## src/rtl/lcd_pkg.sv

```systemverilog
// Shared definitions for the LCD frame arbiter: sizes, widths and FSM states.
package lcd_pkg;

   localparam int N_SRC    = 4;
   localparam int RGB565_W = 16;
   localparam int SEL_W    = 2;
   localparam int HOLD_W   = 8;
   localparam int IDLE_W   = 8;

   typedef enum logic [1:0] {
      DEFAULT = 2'd0,
      ARM     = 2'd1,
      GRANT   = 2'd2,
      RELEASE = 2'd3
   } arb_state_e;

endpackage

```

## src/rtl/prio_enc.sv

```systemverilog
// Highest-set-bit encoder: returns the index of the top asserted bit and a valid flag.
module prio_enc #(
   parameter int N     = 4,
   parameter int IDX_W = 2
) (
   input  logic [N-1:0]     vec_i,
   output logic [IDX_W-1:0] idx_o,
   output logic             valid_o
);

   // Later (higher) bits overwrite earlier ones, so the top set bit wins.
   always_comb begin
      idx_o   = '0;
      valid_o = 1'b0;
      for (int i = 0; i < N; i++) begin
         if (vec_i[i]) begin
            idx_o   = IDX_W'(i);
            valid_o = 1'b1;
         end
      end
   end

endmodule

```

## src/rtl/lcd_frame_arbiter.sv

```systemverilog
// Chooses which pixel source drives the LCD, switching only on frame boundaries
// so that no frame ever mixes two sources. Source 0 is the fallback display.
module lcd_frame_arbiter #(
   parameter int N_SRC          = 4,
   parameter int MIN_HOLD       = 2,
   parameter int TIMEOUT_FRAMES = 200
) (
   input  logic                                 clk,
   input  logic                                 rst_n,
   input  logic                                 sof,
   input  logic [N_SRC-1:0]                     req,
   input  logic [lcd_pkg::RGB565_W*N_SRC-1:0]   src_data,
   output logic [N_SRC-1:0]                     gnt,
   output logic [lcd_pkg::SEL_W-1:0]            sel,
   output logic [lcd_pkg::RGB565_W-1:0]         pix_data,
   output logic                                 switching,
   output logic                                 idle_timeout
);

   import lcd_pkg::*;

   localparam logic [N_SRC-1:0]  ONE_HOT0    = {{(N_SRC-1){1'b0}}, 1'b1};
   localparam logic [HOLD_W-1:0] HOLD_MAX    = HOLD_W'(MIN_HOLD);
   localparam logic [IDLE_W-1:0] TIMEOUT_VAL = IDLE_W'(TIMEOUT_FRAMES);

   arb_state_e         state_q;
   logic [SEL_W-1:0]   sel_q;
   logic [SEL_W-1:0]   pend_q;
   logic [N_SRC-1:0]   gnt_q;
   logic [HOLD_W-1:0]  hold_q;
   logic [HOLD_W-1:0]  hold_d;
   logic [IDLE_W-1:0]  idle_q;
   logic [IDLE_W-1:0]  idle_d;
   logic               switching_q;
   logic               timeout_q;

   logic [N_SRC-1:0]   reqMasked;
   logic [SEL_W-1:0]   winIdx;
   logic               winValid;

   // Source 0 never requests; it is what shows when nobody else wants the screen.
   assign reqMasked = req & ~ONE_HOT0;

   prio_enc #(
      .N     (N_SRC),
      .IDX_W (SEL_W)
   ) u_prio_enc (
      .vec_i   (reqMasked),
      .idx_o   (winIdx),
      .valid_o (winValid)
   );

   // Saturating next values for the per-grant hold counter and the idle frame counter.
   always_comb begin
      hold_d = (hold_q >= HOLD_MAX) ? hold_q : hold_q + 1'b1;
      idle_d = (idle_q == TIMEOUT_VAL) ? idle_q : idle_q + 1'b1;
   end

   // Arbitration FSM; every output is a register so sel/gnt only move on the chosen edge.
   always_ff @(posedge clk or negedge rst_n) begin
      if (!rst_n) begin
         state_q     <= DEFAULT;
         sel_q       <= '0;
         pend_q      <= '0;
         gnt_q       <= ONE_HOT0;
         hold_q      <= '0;
         idle_q      <= '0;
         switching_q <= 1'b0;
         timeout_q   <= 1'b0;
      end else begin
         if (state_q != DEFAULT) begin
            idle_q    <= '0;
            timeout_q <= 1'b0;
         end
         case (state_q)
            DEFAULT: begin
               if (winValid) begin
                  pend_q      <= winIdx;
                  state_q     <= ARM;
                  switching_q <= 1'b1;
                  idle_q      <= '0;
                  timeout_q   <= 1'b0;
               end else if (sof) begin
                  idle_q <= idle_d;
                  if (idle_d == TIMEOUT_VAL) begin
                     timeout_q <= 1'b1;
                  end
               end
            end
            ARM: begin
               if (!winValid) begin
                  state_q     <= DEFAULT;
                  switching_q <= 1'b0;
               end else if (winIdx != pend_q) begin
                  pend_q <= winIdx;
               end else if (sof) begin
                  sel_q       <= pend_q;
                  gnt_q       <= ONE_HOT0 << pend_q;
                  hold_q      <= '0;
                  state_q     <= GRANT;
                  switching_q <= 1'b0;
               end
            end
            GRANT: begin
               if (sof) begin
                  hold_q <= hold_d;
               end
               if (!req[sel_q] ||
                   (winValid && (winIdx > sel_q) && (hold_q >= HOLD_MAX))) begin
                  state_q     <= RELEASE;
                  switching_q <= 1'b1;
               end
            end
            RELEASE: begin
               if (sof) begin
                  switching_q <= 1'b0;
                  hold_q      <= '0;
                  if (winValid) begin
                     sel_q   <= winIdx;
                     gnt_q   <= ONE_HOT0 << winIdx;
                     state_q <= GRANT;
                  end else begin
                     sel_q   <= '0;
                     gnt_q   <= ONE_HOT0;
                     state_q <= DEFAULT;
                  end
               end
            end
            default: begin
               state_q <= DEFAULT;
            end
         endcase
      end
   end

   assign gnt          = gnt_q;
   assign sel          = sel_q;
   assign switching    = switching_q;
   assign idle_timeout = timeout_q;
   assign pix_data     = src_data[sel_q*RGB565_W +: RGB565_W];

endmodule

```

## config.mk

```make
export PLATFORM = sky130hd
export DESIGN_NAME = lcd_frame_arbiter
export DESIGN_NICKNAME = d
export VERILOG_FILES = /design/src/rtl/lcd_pkg.sv /design/src/rtl/prio_enc.sv /design/src/rtl/lcd_frame_arbiter.sv
export SDC_FILE = /design/constraint.sdc
export NUM_CORES = 1
export LEC_CHECK = 0
export ABC_AREA = 1
export CORE_ASPECT_RATIO = 1.1
export CORE_MARGIN = 8
export CORE_UTILIZATION = 40
export CTS_CLUSTER_SIZE = 20
export DETAILED_ROUTE_END_ITERATION = 8
export PLACE_DENSITY = 0.8
export SKIP_LAST_GASP = 1
export SLEW_MARGIN = 5
export SYNTH_ARGS = -nofsm -noshare
export SYNTH_HDL_FRONTEND = slang
export SYNTH_SLANG_ARGS = --single-unit
```

## constraint.sdc

```tcl
create_clock -name clk -period 3.45 [get_ports clk]
set_clock_uncertainty 0.15 [all_clocks]
set_input_delay 0.69 -clock clk [delete_from_list [all_inputs] [get_ports clk]]
set_output_delay 0.69 -clock clk [all_outputs]
set_load 0.02 [all_outputs]
```

==> reports/metrics.cfg <==
[power]
switching_share = 0.4808
p_switching_mw = 1.079
static-leakage-power_nw = 1.479
seqPwrFrac = 0.217
max-vdd-ir-drop_mv = 0.4430
combinationalPowerShare = 0.696
intPower_mw = 1.165
power.density_nw_per_um2 = 687.4
pwr-share-clk = 0.088

[routing]
routed-via-count = 2537
wl_met1_um = 2797
met3WireLength_um = 236
drc_errors = 0
antenna_left = 0
wl_per_cell_um = 13.80
wl_met2_um = 3770
drtIter0Drc = 139
routed.top_layer = met4
wirelength_um = 6913
drtPass1Iterations = 4
vias_per_cell = 5.064

[sta]
setup-tns-final_ns = 0
worst_slack_ns = 0.4990
hold_ws_ns = 0.3299
slew_headroom = 0.6054
tightest_slew_ns = 0.5901
rsz0062_at_grt = no
slew_viol_final = 0
fin_crit_sh = 0.8554
hold_viol_final = 0
fmax_ghz = 0.3389
period_minus_slack_ns = 2.951
setup_viol = 0

[finish]
num_antenna_cells = 0
area_growth_pct = 48.52
final_cells = 501
layout-drive-gt1-share = 0.06808
layout.nets = 504
final_area_um2 = 3263

[synthesis]
avgSynthCellArea_um2 = 6.520
synth_common_cells = 64 x nand2_1, 60 x nor2_1, 38 x o21ai_0, 33 x inv_1, 27 x dfrtp_1
yosys.area.top_type_share = 0.3075
synth.net_count = 414
yosysTopAreaCell = dfrtp_1
synth_ff_type = dfrtp_1
syn_inst = 337
syn-cell-area_um2 = 2197
synth_edf_count = 0
synth-seq-area-share = 0.3195
yosysMostFrequentCell = nand2_1
yosysWarnings = 0
synthArstFlopShare = 1.000
ys_types = 32
ys_ff_latch = 28
synth.area.top_cells = dfrtp_1 31%, nand2_1 11%, nor2_1 10%, o21ai_0 8.7%, nand3_1 5.7%

[worst_hold_path]
hold_end = gnt[3]$_DFFE_PN0P_
hp-start = gnt[3]$_DFFE_PN0P_
worstHoldPathType = register to register
hold_depth = 2

[worst_setup_path]
crit_top_cell = clkdlybuf4s50_1
crit_family = buffers and inverters
crit_fanout = 1
crit_chain = clkdlybuf4s50_1 -> o21ai_0 -> o22ai_1 -> clkdlybuf4s50_1
reg2reg_setup_slack_ns = 1.21
r2r-start = sel[1]$_DFFE_PN0P_
crit_required_ns = 2.61
r2r_end = switching$_DFFE_PN0P_
r2r_cells = 9
crit_slowest_cell = clkdlybuf4s50_1
crit_path_max_incr_delay_ns = 0.65
worst-path-buf-inv = 2
cp-start-kind = input port
end_kind = primary output
worst-setup-path-type = input port to primary output
cp_data_arrival_time_ns = 2.11

[placement]
pre_cts_ws_ns = 0.5159
place.gp.congestion = 0.8516
place_area_um2 = 3208
dpl.hpwl_um = 5579
io_buffer_count = 94
dp.cells = 497

[global_route]
grt_pass1_wl_um = 11290
grt_overflow = 0
antenna_found_initial = 0
grt_pass1_vias = 2352
grt_max_degree = 37
grt_usage = 0.1724

[cts]
root_buffer = clkbuf_8
post_cts.repair.setup_buffers = 0
cts-htree-levels = 1
clk_pin_slew_ns = 0.09
cts_sinks = 28
cts_max_path_buffers = 2
cts_tree = built
worstSkewPairLatency_ns = 0.27
cts_buffers = 3
cts_resized = 0
holdBufCountCts = 0

[die]
fp.dieH_um = 93.73
die_area_um2 = 8123
core-area_um2 = 5360
io_pins = 95
rows = 28
start_util = 0.4099
die_w_um = 86.67

[flow_run]
maxCapViolCount = 0

[run_status]
status = complete, no violations

## layout by cell type, fill, tap and decap left out
| cell | instances |
|---|---|
| o21ai_1 | 5 |
| o32ai_1 | 1 |
| dfrtp_1 | 27 |
| nand3_2 | 1 |
| clkbuf_8 | 4 |
| a21oi_4 | 1 |
| clkinv_1 | 1 |
| inv_2 | 8 |
| ha_1 | 6 |
| nor2_4 | 2 |
| clkdlybuf4s50_1 | 94 |
| buf_4 | 4 |
| nand3_1 | 25 |
| o21ai_0 | 38 |
| o211ai_1 | 3 |
| o21bai_1 | 2 |
| xor2_1 | 2 |
| a31oi_1 | 1 |
| nand4_1 | 2 |
| nand2_2 | 2 |
| nor2_2 | 2 |
| nor2_1 | 60 |
| nand3b_1 | 3 |
| nor3_2 | 1 |
| a21oi_1 | 10 |
| dfstp_2 | 1 |
| xor2_2 | 1 |
| nand2_1 | 64 |
| o22ai_1 | 18 |
| nand2_4 | 2 |
| or2_1 | 2 |
| inv_1 | 33 |
## per-layer routing
metal | vias up | GRT usage
met5 | - | 0
met2 | 75 | 0.3263
met3 | 12 | 0.02450
met4 | 0 | 0.04023
li1 | 1282 | -
met1 | 1168 | 0.1965
## area by class of cell
class / instances / area (µm²)
fill: 493 / 2097
multi-input combinational: 254 / 1284
timing repair buffer: 98 / 970.9
sequential: 28 / 701.9
inverter: 42 / 157.7
tap: 75 / 93.84
clock buffer: 4 / 55.05
## cells by family (layout without fill, tap and decap cells)
kind of cell             count (synthesis)  in the layout  synth area share
buffers and inverters                   55            144           0.09624
flip-flops                              28             28            0.3195
adder cells (fa/ha/maj)                  6              6           0.03417
AO/OA/AOI/OAI                           79             79            0.2033
XOR/XNOR                                 3              3           0.01538
AND/OR/NAND/NOR                        166            166            0.3314
## metrics by stage
stage	total power, mW	util
floorplan	1.461	-
global placement	2.027	0.5985
detailed placement	2.057	0.5985
CTS	2.264	0.6088
global route	2.425	0.6088
finish	2.243	0.6088
## power by group through the flow
| stage | Clock (mW) | Sequential [mW] | Combinational (mW) |
|---|---|---|---|
| finish | 0.196 | 0.486 | 1.56 |
| global route | 0.215 | 0.497 | 1.71 |
| CTS | 0.208 | 0.485 | 1.57 |
| detailed placement | 0 | 0.492 | 1.56 |
| global placement | 0 | 0.487 | 1.54 |
| floorplan | 0 | 0.509 | 0.952 |
## tightest hold or removal path: stages (launching register included)
cell	delay, ns
dfrtp_1	0.36
nand2_1	0.05
nand2_1	0.04
## worst max path at each step
stage | from | to | slack, ns | cells past startpoint
final | src_data[44] | pix_data[12] | 0.50 | 4
after global placement | src_data[38] | pix_data[6] | 0.53 | 4
after detailed placement | src_data[44] | pix_data[12] | 0.52 | 4
after CTS | src_data[44] | pix_data[12] | 0.51 | 4
after floorplan | sel[0]$_DFFE_PN0P_ | pix_data[11] | 1.17 | 5
after global routing | sel[0]$_DFFE_PN0P_ | pix_data[6] | 0.43 | 4
## state kept, by name (all words and copies together), names as in the netlist, named ones only
register	flops
state_q	1
pend_q	2
switching	1
idle_timeout	1
hold_q	8
idle_q	8
sel	2
gnt	4
No activity file was read; power rests on OpenSTA's default activity.
